--- config.mk ---
export PLATFORM = sky130hd
export DESIGN_NAME = issue_scheduler
export DESIGN_NICKNAME = d
export VERILOG_FILES = /design/src/rtl/cpu3_pkg.sv /design/src/rtl/sched_hazard.sv /design/src/rtl/issue_scheduler.sv
export SDC_FILE = /design/constraint.sdc
export NUM_CORES = 2
export LEC_CHECK = 0
export BUFFER_PORTS_ARGS = -buffer_cell sky130_fd_sc_hd__buf_2
export CORE_MARGIN = 10
export CORE_UTILIZATION = 25
export CTS_CLUSTER_SIZE = 40
export DETAILED_ROUTE_END_ITERATION = 16
export HOLD_SLACK_MARGIN = 0.1
export PLACE_DENSITY = 0.38
export REMOVE_ABC_BUFFERS = 1
export SYNTH_ARGS = -nofsm -noshare
export SYNTH_HDL_FRONTEND = slang
export SYNTH_SLANG_ARGS = --single-unit
--- constraint.sdc ---
create_clock -name clk -period 16.1 [get_ports clk]
set_input_delay 3.22 -clock clk [delete_from_list [all_inputs] [get_ports clk]]
set_output_delay 3.22 -clock clk [all_outputs]
set_load 0.05 [all_outputs]
--- src/rtl/cpu3_pkg.sv ---
// Shared definitions for the issue stage: entry layout, functional-unit
// one-hot codes, scoreboard geometry and small helpers.
package cpu3_pkg;

  localparam int unsigned NWAIT  = 4;
  localparam int unsigned NREG   = 64;
  localparam int unsigned NMOD   = 10;
  localparam int unsigned RW     = 6;
  localparam int unsigned PC_W   = 14;
  localparam int unsigned OPE_W  = 6;
  localparam int unsigned IMM_W  = 16;
  localparam int unsigned OPR_W  = 5;
  localparam int unsigned CTRL_W = 4;
  localparam int unsigned EW     = PC_W + OPE_W + 3 * RW + IMM_W + OPR_W + CTRL_W + NMOD;

  // r0 (bit 0) and f0 (bit 32) are hardwired and never tracked.
  localparam logic [NREG-1:0] MASK = ~((64'd1 << 32) | 64'd1);

  typedef enum logic [NMOD-1:0] {
    MOD_B    = 10'b00_0000_0001,
    MOD_IO   = 10'b00_0000_0010,
    MOD_MEM  = 10'b00_0000_0100,
    MOD_ALU  = 10'b00_0000_1000,
    MOD_ALU2 = 10'b00_0001_0000,
    MOD_MV   = 10'b00_0010_0000,
    MOD_FAB  = 10'b00_0100_0000,
    MOD_FML  = 10'b00_1000_0000,
    MOD_FDS  = 10'b01_0000_0000,
    MOD_FET  = 10'b10_0000_0000
  } mod_e;

  typedef struct packed {
    logic [PC_W-1:0]   pc;
    logic [OPE_W-1:0]  ope;
    logic [RW-1:0]     ds;
    logic [RW-1:0]     dt;
    logic [RW-1:0]     dd;
    logic [IMM_W-1:0]  imm;
    logic [OPR_W-1:0]  opr;
    logic [CTRL_W-1:0] ctrl;
    logic [NMOD-1:0]   mod;
  } entry_t;

  function automatic logic is_onehot(input logic [NMOD-1:0] m);
    return (m != '0) && ((m & (m - 1'b1)) == '0);
  endfunction

  function automatic logic [NREG-1:0] reg_bit(input logic [RW-1:0] r);
    return MASK & (NREG'(1) << r);
  endfunction

endpackage

--- src/rtl/sched_hazard.sv ---
// Scoreboard check for one window entry: RAW/WAW hazard against pending
// writes, plus the board bit this entry will set when it issues.
module sched_hazard
  import cpu3_pkg::*;
(
  input  logic [RW-1:0]   ds,
  input  logic [RW-1:0]   dt,
  input  logic [RW-1:0]   dd,
  input  logic [NREG-1:0] board,
  output logic            hazard,
  output logic [NREG-1:0] dest
);

  assign dest   = reg_bit(dd);
  assign hazard = |(board & (reg_bit(ds) | reg_bit(dt) | dest));

endmodule

--- src/rtl/issue_scheduler.sv ---
// In-order dual-issue scheduler: 4-entry compacting wait window, 64-bit
// pending-write scoreboard, registered issue of up to two entries per cycle.
module issue_scheduler
  import cpu3_pkg::*;
(
  input  logic              clk,
  input  logic              rstn,
  input  logic [1:0]        in_vld,
  input  logic [2*EW-1:0]   in_data,
  output logic              in_rdy,
  input  logic              flush,
  input  logic [NMOD-1:0]   unit_rdy,
  input  logic [1:0]        wb_vld,
  input  logic [2*RW-1:0]   wb_reg,
  output logic [1:0]        iss_vld,
  output logic [2*EW-1:0]   iss_data,
  output logic [NREG-1:0]   board,
  output logic [7:0]        err
);

  localparam int unsigned CW = $clog2(NWAIT + 1);
  localparam int unsigned IW = $clog2(NWAIT);

  entry_t          win     [NWAIT];
  entry_t          win_nxt [NWAIT];
  logic [CW-1:0]   cnt, cnt_nxt, nis, nacc, surv;
  logic [IW-1:0]   idx;
  entry_t          lane0, lane1, new0, iss0, iss1;
  logic            haz0, haz1, go0, go1, accept;
  logic [NREG-1:0] dest0, dest1, wb_clr, board_nxt;
  logic [2:0]      err_q, err_set;

  assign lane0  = in_data[EW-1:0];
  assign lane1  = in_data[2*EW-1:EW];
  assign new0   = in_vld[0] ? lane0 : lane1;
  assign in_rdy = cnt <= CW'(NWAIT - 2);
  assign accept = in_rdy && !flush;

  sched_hazard u_haz0 (
    .ds(win[0].ds), .dt(win[0].dt), .dd(win[0].dd),
    .board(board), .hazard(haz0), .dest(dest0)
  );
  sched_hazard u_haz1 (
    .ds(win[1].ds), .dt(win[1].dt), .dd(win[1].dd),
    .board(board), .hazard(haz1), .dest(dest1)
  );

  assign go0 = !flush && (cnt != '0) && !haz0 && ((unit_rdy & win[0].mod) != '0);
  // Slot1 also must not touch slot0's destination: that write is not yet on the board.
  assign go1 = go0 && (cnt >= CW'(2)) && !haz1 && ((unit_rdy & win[1].mod) != '0)
            && (win[1].mod != win[0].mod) && (win[0].mod != MOD_B)
            && ((dest0 & (reg_bit(win[1].ds) | reg_bit(win[1].dt) | dest1)) == '0);

  assign nis     = CW'(go0) + CW'(go1);
  assign nacc    = accept ? (CW'(in_vld[0]) + CW'(in_vld[1])) : '0;
  assign surv    = cnt - nis;
  assign cnt_nxt = flush ? '0 : surv + nacc;

  // Survivors shift down by the issue count; new lanes land right after them.
  always_comb begin
    win_nxt = win;
    idx     = '0;
    for (int unsigned i = 0; i < NWAIT; i++) begin
      idx = IW'(CW'(i) + nis);
      if (CW'(i) < surv)       win_nxt[i] = win[idx];
      else if (CW'(i) == surv) win_nxt[i] = new0;
      else                     win_nxt[i] = lane1;
    end
  end

  always_comb begin
    wb_clr  = '0;
    err_set = '0;
    for (int unsigned p = 0; p < 2; p++) begin
      if (wb_vld[p]) begin
        wb_clr[wb_reg[p*RW +: RW]] = 1'b1;
        if (!board[wb_reg[p*RW +: RW]]) err_set[1] = 1'b1;
      end
    end
    board_nxt  = (board & ~wb_clr) | (go0 ? dest0 : '0) | (go1 ? dest1 : '0);
    err_set[0] = !flush && (in_vld != '0) && !in_rdy;
    err_set[2] = accept && ((in_vld[0] && !is_onehot(lane0.mod))
                         || (in_vld[1] && !is_onehot(lane1.mod)));
  end

  always_ff @(posedge clk) begin
    if (!rstn) begin
      for (int unsigned i = 0; i < NWAIT; i++) win[i] <= '0;
      cnt     <= '0;
      board   <= '0;
      iss_vld <= '0;
      iss0    <= '0;
      iss1    <= '0;
      err_q   <= '0;
    end else begin
      win     <= win_nxt;
      cnt     <= cnt_nxt;
      board   <= board_nxt;
      iss_vld <= {go1, go0};
      iss0    <= go0 ? win[0] : '0;
      iss1    <= go1 ? win[1] : '0;
      err_q   <= err_q | err_set;
    end
  end

  assign iss_data = {iss1, iss0};
  assign err      = {5'b0, err_q};

endmodule

### After elaboration in Yosys (flattened, before gate mapping)

Cells that the tools add are included.

| word-level totals | value |
|---|---|
| output and inout bits | 221 |
| word-level logic and storage cells | 193 |
| register bits | 510 |

| operators by class | value |
|---|---|
| multiplexer cells | 38 |
| $lt $le $gt $ge | 14 |
| reductions and logical operators | 41 |
| eq/ne operators | 5 |
| add/subtract/negate cells | 9 |
| shift operators | 6 |
| bitwise gates (word level) | 22 |

Operators with widths:

| cell | number |
|---|---|
| $mux W73 | 17 |
| $bmux W73 S2 | 4 |
| $or A64 B64 Y64 | 7 |
| $shl A1 B6 Y64 const A | 6 |
| $and A64 B64 Y64 | 4 |
| $mux W64 | 4 |
| $reduce_or A64 Y1 | 2 |
| $logic_not A64 Y1 | 1 |
| $not A64 Y64 | 1 |
| $and A10 B10 Y10 | 4 |
| $reduce_bool A10 Y1 | 4 |
| $logic_not A10 Y1 | 2 |
| $sub A10 B1 Y10 const B | 2 |
| $logic_and A1 B1 Y1 | 19 |
| $lt A6 B7 Y1 const B | 2 |
| $bmux W1 S6 | 2 |
| $demux W1 S6 | 2 |
| $ge A3 B3 Y1 const B | 4 |
| $ge A6 B1 Y1 const B | 2 |
| $not A2 Y3 | 4 |
| $ne A10 B1 Y1 const B | 1 |
| $ne A10 B10 Y1 | 1 |
| $mux W1 | 8 |
| $eq A2 B3 Y1 const A | 2 |
| other kinds (20) | 30 |

### Logic depth before layout (Yosys ltp)

| depth | value |
|---|---|
| depth in word-level cells | 21 |
| mapped depth | 22 |

### Cells and area by module

Synthesis repeated with hierarchy kept, for this count alone.

| second synthesis, totals | value |
|---|---|
| cell total of the unflattened synthesis | 3661 |
| area total of the unflattened synthesis | 34898.5 µm² |

Modules (own cells, without submodules):

| module | area each (µm²) | seq. area each (µm²) | cells an instance | times used |
|---|---|---|---|---|
| issue_scheduler | 30649.4 | 10209.8 | 3061 | 1 |
| sched_hazard | 2124.5 | 0.0 | 300 | 2 |

### Least setup slack after synthesis

OpenSTA, ideal clock, no wires.

| timing path | value |
|---|---|
| path kind | input port to flip-flop |
| start point | input unit_rdy[1] |
| end point | register win[41] (netlist bit) |
| stages | 19 |
| arrival time | 7.305 ns |
| slack | 8.667 ns |
| data required time | 15.972 ns |
| path buffers | 4 |
| cell sequence | a22o_1 -> a221oi_1 -> nand4_1 -> o2111ai_1 -> nor4_2 -> nand3_1 -> nor3_1 -> ha_1 -> clkbuf_1 -> buf_1 -> inv_1 -> fa_1 -> clkinv_1 -> nor3_1 -> nor2_1 -> clkbuf_1 -> clkbuf_1 -> a221oi_1 -> nor2_1 |

| on the way | value |
|---|---|
| cells in the longest elaborated chain, start to end | 16 |

RTL lines:

| item | line | text |
|---|---|---|
| start, declared | issue_scheduler.sv:12 | `input logic [NMOD-1:0] unit_rdy,` |
| $and A10 B10 Y10 | issue_scheduler.sv:48 | `assign go0 = !flush && (cnt != '0) && !haz0 && ((unit_rdy & win[0].mod) != '0);` |
| $reduce_bool A10 Y1 | issue_scheduler.sv:48 |  |
| $logic_and A1 B1 Y1 | issue_scheduler.sv:48 |  |
| $logic_and A1 B1 Y1 (2 in series) | issue_scheduler.sv:50 | `assign go1 = go0 && (cnt >= CW'(2)) && !haz1 && ((unit_rdy & win[1].mod) != '0)` |
| $logic_and A1 B1 Y1 * | issue_scheduler.sv:50 |  |
| $logic_and A1 B1 Y1 * (2 in series) | issue_scheduler.sv:51 | `&& (win[1].mod != win[0].mod) && (win[0].mod != MOD_B)` |
| $logic_and A1 B1 Y1 * | issue_scheduler.sv:52 | `&& ((dest0 & (reg_bit(win[1].ds) \| reg_bit(win[1].dt) \| dest1)) == '0);` |
| named net go1 | issue_scheduler.sv:29 | `logic haz0, haz1, go0, go1, accept;` |
| $add A1 B1 Y2 * | issue_scheduler.sv:54 | `assign nis = CW'(go0) + CW'(go1);` |
| $add A2 B2 Y2 | issue_scheduler.sv:64 | `idx = IW'(CW'(i) + nis);` |
| $not A2 Y3 (implied by the code) | issue_scheduler.sv:65 | `if (CW'(i) < surv) win_nxt[i] = win[idx];` |
| $bmux W73 S2 | issue_scheduler.sv:65 |  |
| $mux W73 (implied by the code) (2 in series) | issue_scheduler.sv:65 |  |
| $mux W73 * | issue_scheduler.sv:65 |  |
| end signal, assigned | issue_scheduler.sv:96 | `win <= win_nxt;` |
| end, declared | issue_scheduler.sv:24 | `entry_t win [NWAIT];` |

The timed path passes the listed nets; every way through them passes the cells marked *. The select of a mux whose other input is x is not followed.
A chain may end at the register's enable or synchronous reset.

### Final worst setup path

| timing path | value |
|---|---|
| start point | input unit_rdy[1] |
| end point | register win[206] (netlist bit) |

| on the way | value |
|---|---|
| cells in the longest elaborated chain, start to end | 16 |

RTL lines:

| item | line |
|---|---|
| $and A10 B10 Y10 | issue_scheduler.sv:48 |
| $reduce_bool A10 Y1 | issue_scheduler.sv:48 |
| $logic_and A1 B1 Y1 | issue_scheduler.sv:48 |
| $logic_and A1 B1 Y1 (2 in series) | issue_scheduler.sv:50 |
| $logic_and A1 B1 Y1 * | issue_scheduler.sv:50 |
| $logic_and A1 B1 Y1 * (2 in series) | issue_scheduler.sv:51 |
| $logic_and A1 B1 Y1 * | issue_scheduler.sv:52 |
| named net go1 | issue_scheduler.sv:29 |
| $add A1 B1 Y2 * | issue_scheduler.sv:54 |
| $add A1 B2 Y2 | issue_scheduler.sv:64 |
| $not A2 Y3 (implied by the code) | issue_scheduler.sv:65 |
| $bmux W73 S2 | issue_scheduler.sv:65 |
| $mux W73 (implied by the code) (2 in series) | issue_scheduler.sv:65 |
| $mux W73 * | issue_scheduler.sv:65 |

Marks and branches as above.

==> run_results.csv <==
group,metric,value,unit
outcome,outcome,"complete, no violations",
global_route,first_global_vias,32400,
critical_path,critPathRequiredTime,16.61,ns
routing,wl_met3,12200,um
run,cap_violations,0,
synthesis,synth-edff-count,0,
floorplan,initial_utilization,25.3,%
global_route,antenna_found_initial,14,
power_and_ir_drop,power,4.80,mW
timing,clock.fmax,98.9,MHz
power_and_ir_drop,p_clk_share,33.7,%
power_and_ir_drop,switching_share,38.3,%
critical_path,crit_arrival,10.62,ns
routing,drtAntennaViolNets,0,
synthesis,ys_ff_latch,510,
global_route,grt_pass1_wl,251000,um
min_path,min_delay_path_depth,2,
cells_and_area,nNetsFinal,4126,
synthesis,synthCells,3832,
floorplan,core,134000,um2
min_path,hold_class,"reg2reg",
cells_and_area,final_common_cell,"nor2_1",
global_route,grt_max_degree,189,
routing,top_layer,"met5",
clock_tree,holdBufCountCts,0,
timing,holdWs,0.472,ns
routing,met1_length,75100,um
critical_path,cp-start-kind,"primary input",
clock_tree,cts_resized,0,
synthesis,synth_seq_area_share,30.2,%
routing,detailedRoute.firstPassIterationCount,5,
synthesis,ys_warn_count,0,
routing,route.detailed.drc,0,
floorplan,die_y,388,um
routing,drt_iter0_markers,3825,
power_and_ir_drop,netSwitchingPower,1.84,mW
cells_and_area,drive_gt1_share,23.5,%
clock_tree,path_clk_slew,0.05,ns
timing,slew_headroom,2.58,%
placed_design,routabilityCongestion,0.998,
timing,hold_violations,0,
cells_and_area,multiInputGateArea,21900,um2
synthesis,syn_area,33800,um2
cells_and_area,areaGrowthSynthToFinish,16.2,%
cells_and_area,regArea,10200,um2
critical_path,end_kind,"flip-flop",
clock_tree,cts_setup_buffers,0,
clock_tree,htree_levels,3,
clock_tree,clockBufferDepth,3,
global_route,overflow,0,
placed_design,dpl.hpwl,121000,um
critical_path,rr_worst_depth,19,
floorplan,die_w,388,um
power_and_ir_drop,p_seq_share,34.0,%
power_and_ir_drop,intPower,2.96,mW
timing,period_share,62.8,%
timing,report.final.slew_viol_count,0,
global_route,track_usage,22.3,%
critical_path,critPathMaxFanout,77,
clock_tree,cts_buffers,68,
timing,timing.final.crit_period,10.11,ns
routing,vias_per_cell,5.86,
clock_tree,cts_tree,"built",
floorplan,ioPinCount,396,
clock_tree,cts_root_buffer,"clkbuf_16",
routing,wirelength,176000,um
timing,finalSetupViolations,0,
critical_path,timing_worst_setup_path_type,"in2reg",
clock_tree,cts_sinks,510,
synthesis,synth.avg_cell_area,8.83,um2
timing,rsz0062_at_grt,"false",
floorplan,num_rows,134,
timing,tightest_slew,1.45,ns
power_and_ir_drop,p_leak,14.8,nW
synthesis,synth.distinct_cells,80,
routing,wl_per_cell,30.5,um
routing,via_count,33800,
clock_tree,clk_latency,0.70,ns
timing,fin_skew,0.0622,ns
cells_and_area,final_cell_mix,"nor2_1 (582), dfxtp_1 (510), buf_2 (388)",
power_and_ir_drop,ir_drop,72.5,uV
placed_design,port_buffers,390,
power_and_ir_drop,comb_power_share,32.3,%
cells_and_area,fillers,14300,
synthesis,async_flop_share,0,%
synthesis,synth_ff_type,"dfxtp_1",
floorplan,die_area,150000,um2
routing,met2_length,81000,um
power_and_ir_drop,pwr_density_cell,122,nW/um2
## layer usage
layer	track usage [%]	vias up
met3	3.81	320
li1	-	14800
met2	35.7	1574
met5	0	-
met1	29.5	17100
met4	9.34	12
## registers in the layout, summed over array words and instances, names as in the netlist
name      count
iss_vld       2
cnt           3
err_q         3
iss_data    146
board        64
win         292
## stage by stage
stage	area [um2]	setup slack, ns	setup TNS, ns	cells	util, %
3_3_place_gp	36900	5.52	0	5640	27.6
3_5_place_dp	36900	5.40	0	5640	27.6
6_report	39300	5.99	0	5771	29.3
4_1_cts	39300	6.09	0	5758	29.3
2_1_floorplan	32100	-15.41	-4058.69	3416	-
5_1_grt	39300	5.58	0	5758	29.3
## path summary, 6_finish.rpt
kind | slack [ns] | end | from
worst max register to register | 6.71 | win[206] | win[185]
worst max-delay path | 5.99 | win[206] | unit_rdy[1]
worst min-delay path | 0.47 | err_q[0] | err_q[0]
worst min register to register | 0.47 | err_q[0] | err_q[0]
## worst max-delay path, cell delays in order
cell and delay, ns:
buf_2 0.17, a22o_1 0.16, a221oi_1 0.05, nand4_1 0.13, o2111ai_1 0.30, nor4_4 0.37
buf_4 0.57, nand3_1 0.36, nor3_1 0.49, ha_4 0.72, inv_1 0.14, fa_4 1.00
inv_2 0.07, buf_4 0.35, nand2_4 0.57, buf_4 0.66, buf_4 0.80, nor2_1 0.12
a21oi_1 0.15, nor2_1 0.06
## cell families (layout without fill, tap and decap cells)
| family | count (synthesis) | count (layout) | share of synthesized area (%) |
|---|---|---|---|
| other | 1 | 18 | 0.0111 |
| AOI/OAI and AO/OA | 1088 | 1088 | 20.4 |
| and+or+nand+nor | 1369 | 1369 | 20.2 |
| adders and majority gates | 12 | 12 | 0.466 |
| muxes | 397 | 397 | 22.9 |
| xor gates and xnor gates | 15 | 15 | 0.388 |
| DFF | 510 | 510 | 30.2 |
| buffers and inverters | 440 | 594 | 5.53 |
## area by class of cell
| type | count | area share [%] |
|---|---|---|
| Multi-Input combinational cell | 2886 | 55.8 |
| Sequential cell | 510 | 26.0 |
| Timing Repair Buffer | 456 | 6.35 |
| Tap cell | 1768 | 5.63 |
| Clock buffer | 97 | 4.99 |
| Clock inverter | 21 | 0.971 |
| Inverter | 20 | 0.216 |
| Antenna cell | 13 | 0.0827 |
## synthesized netlist by cell type, drive strengths merged (25+ instances only)
library cell	count	area (um2)
a221oi	94	823
a21oi	338	1690
o211ai	37	278
nand4	87	557
dfxtp	510	10200
buf	129	701
and2	157	982
o21bai	43	323
mux2i	87	871
o22ai	123	769
nor4	62	425
nand2	176	668
o21ai	234	1170
nand3b	25	195
nand2b	28	178
clkbuf	291	1100
nor2	583	2190
nor3	40	200
nand3	97	485
o221ai	77	674
a21o	43	323
mux4	301	6780
## power by group through the flow
stage / Clock [mW] / Combinational [mW] / Sequential (mW)
after floorplan: 0 / 1.12 / 1.58
after global placement: 0 / 1.54 / 1.65
after detailed placement: 0 / 1.54 / 1.65
after CTS: 1.67 / 1.54 / 1.63
after global routing: 1.71 / 1.67 / 1.65
final: 1.62 / 1.55 / 1.63
(Power assumes the default switching activity.)
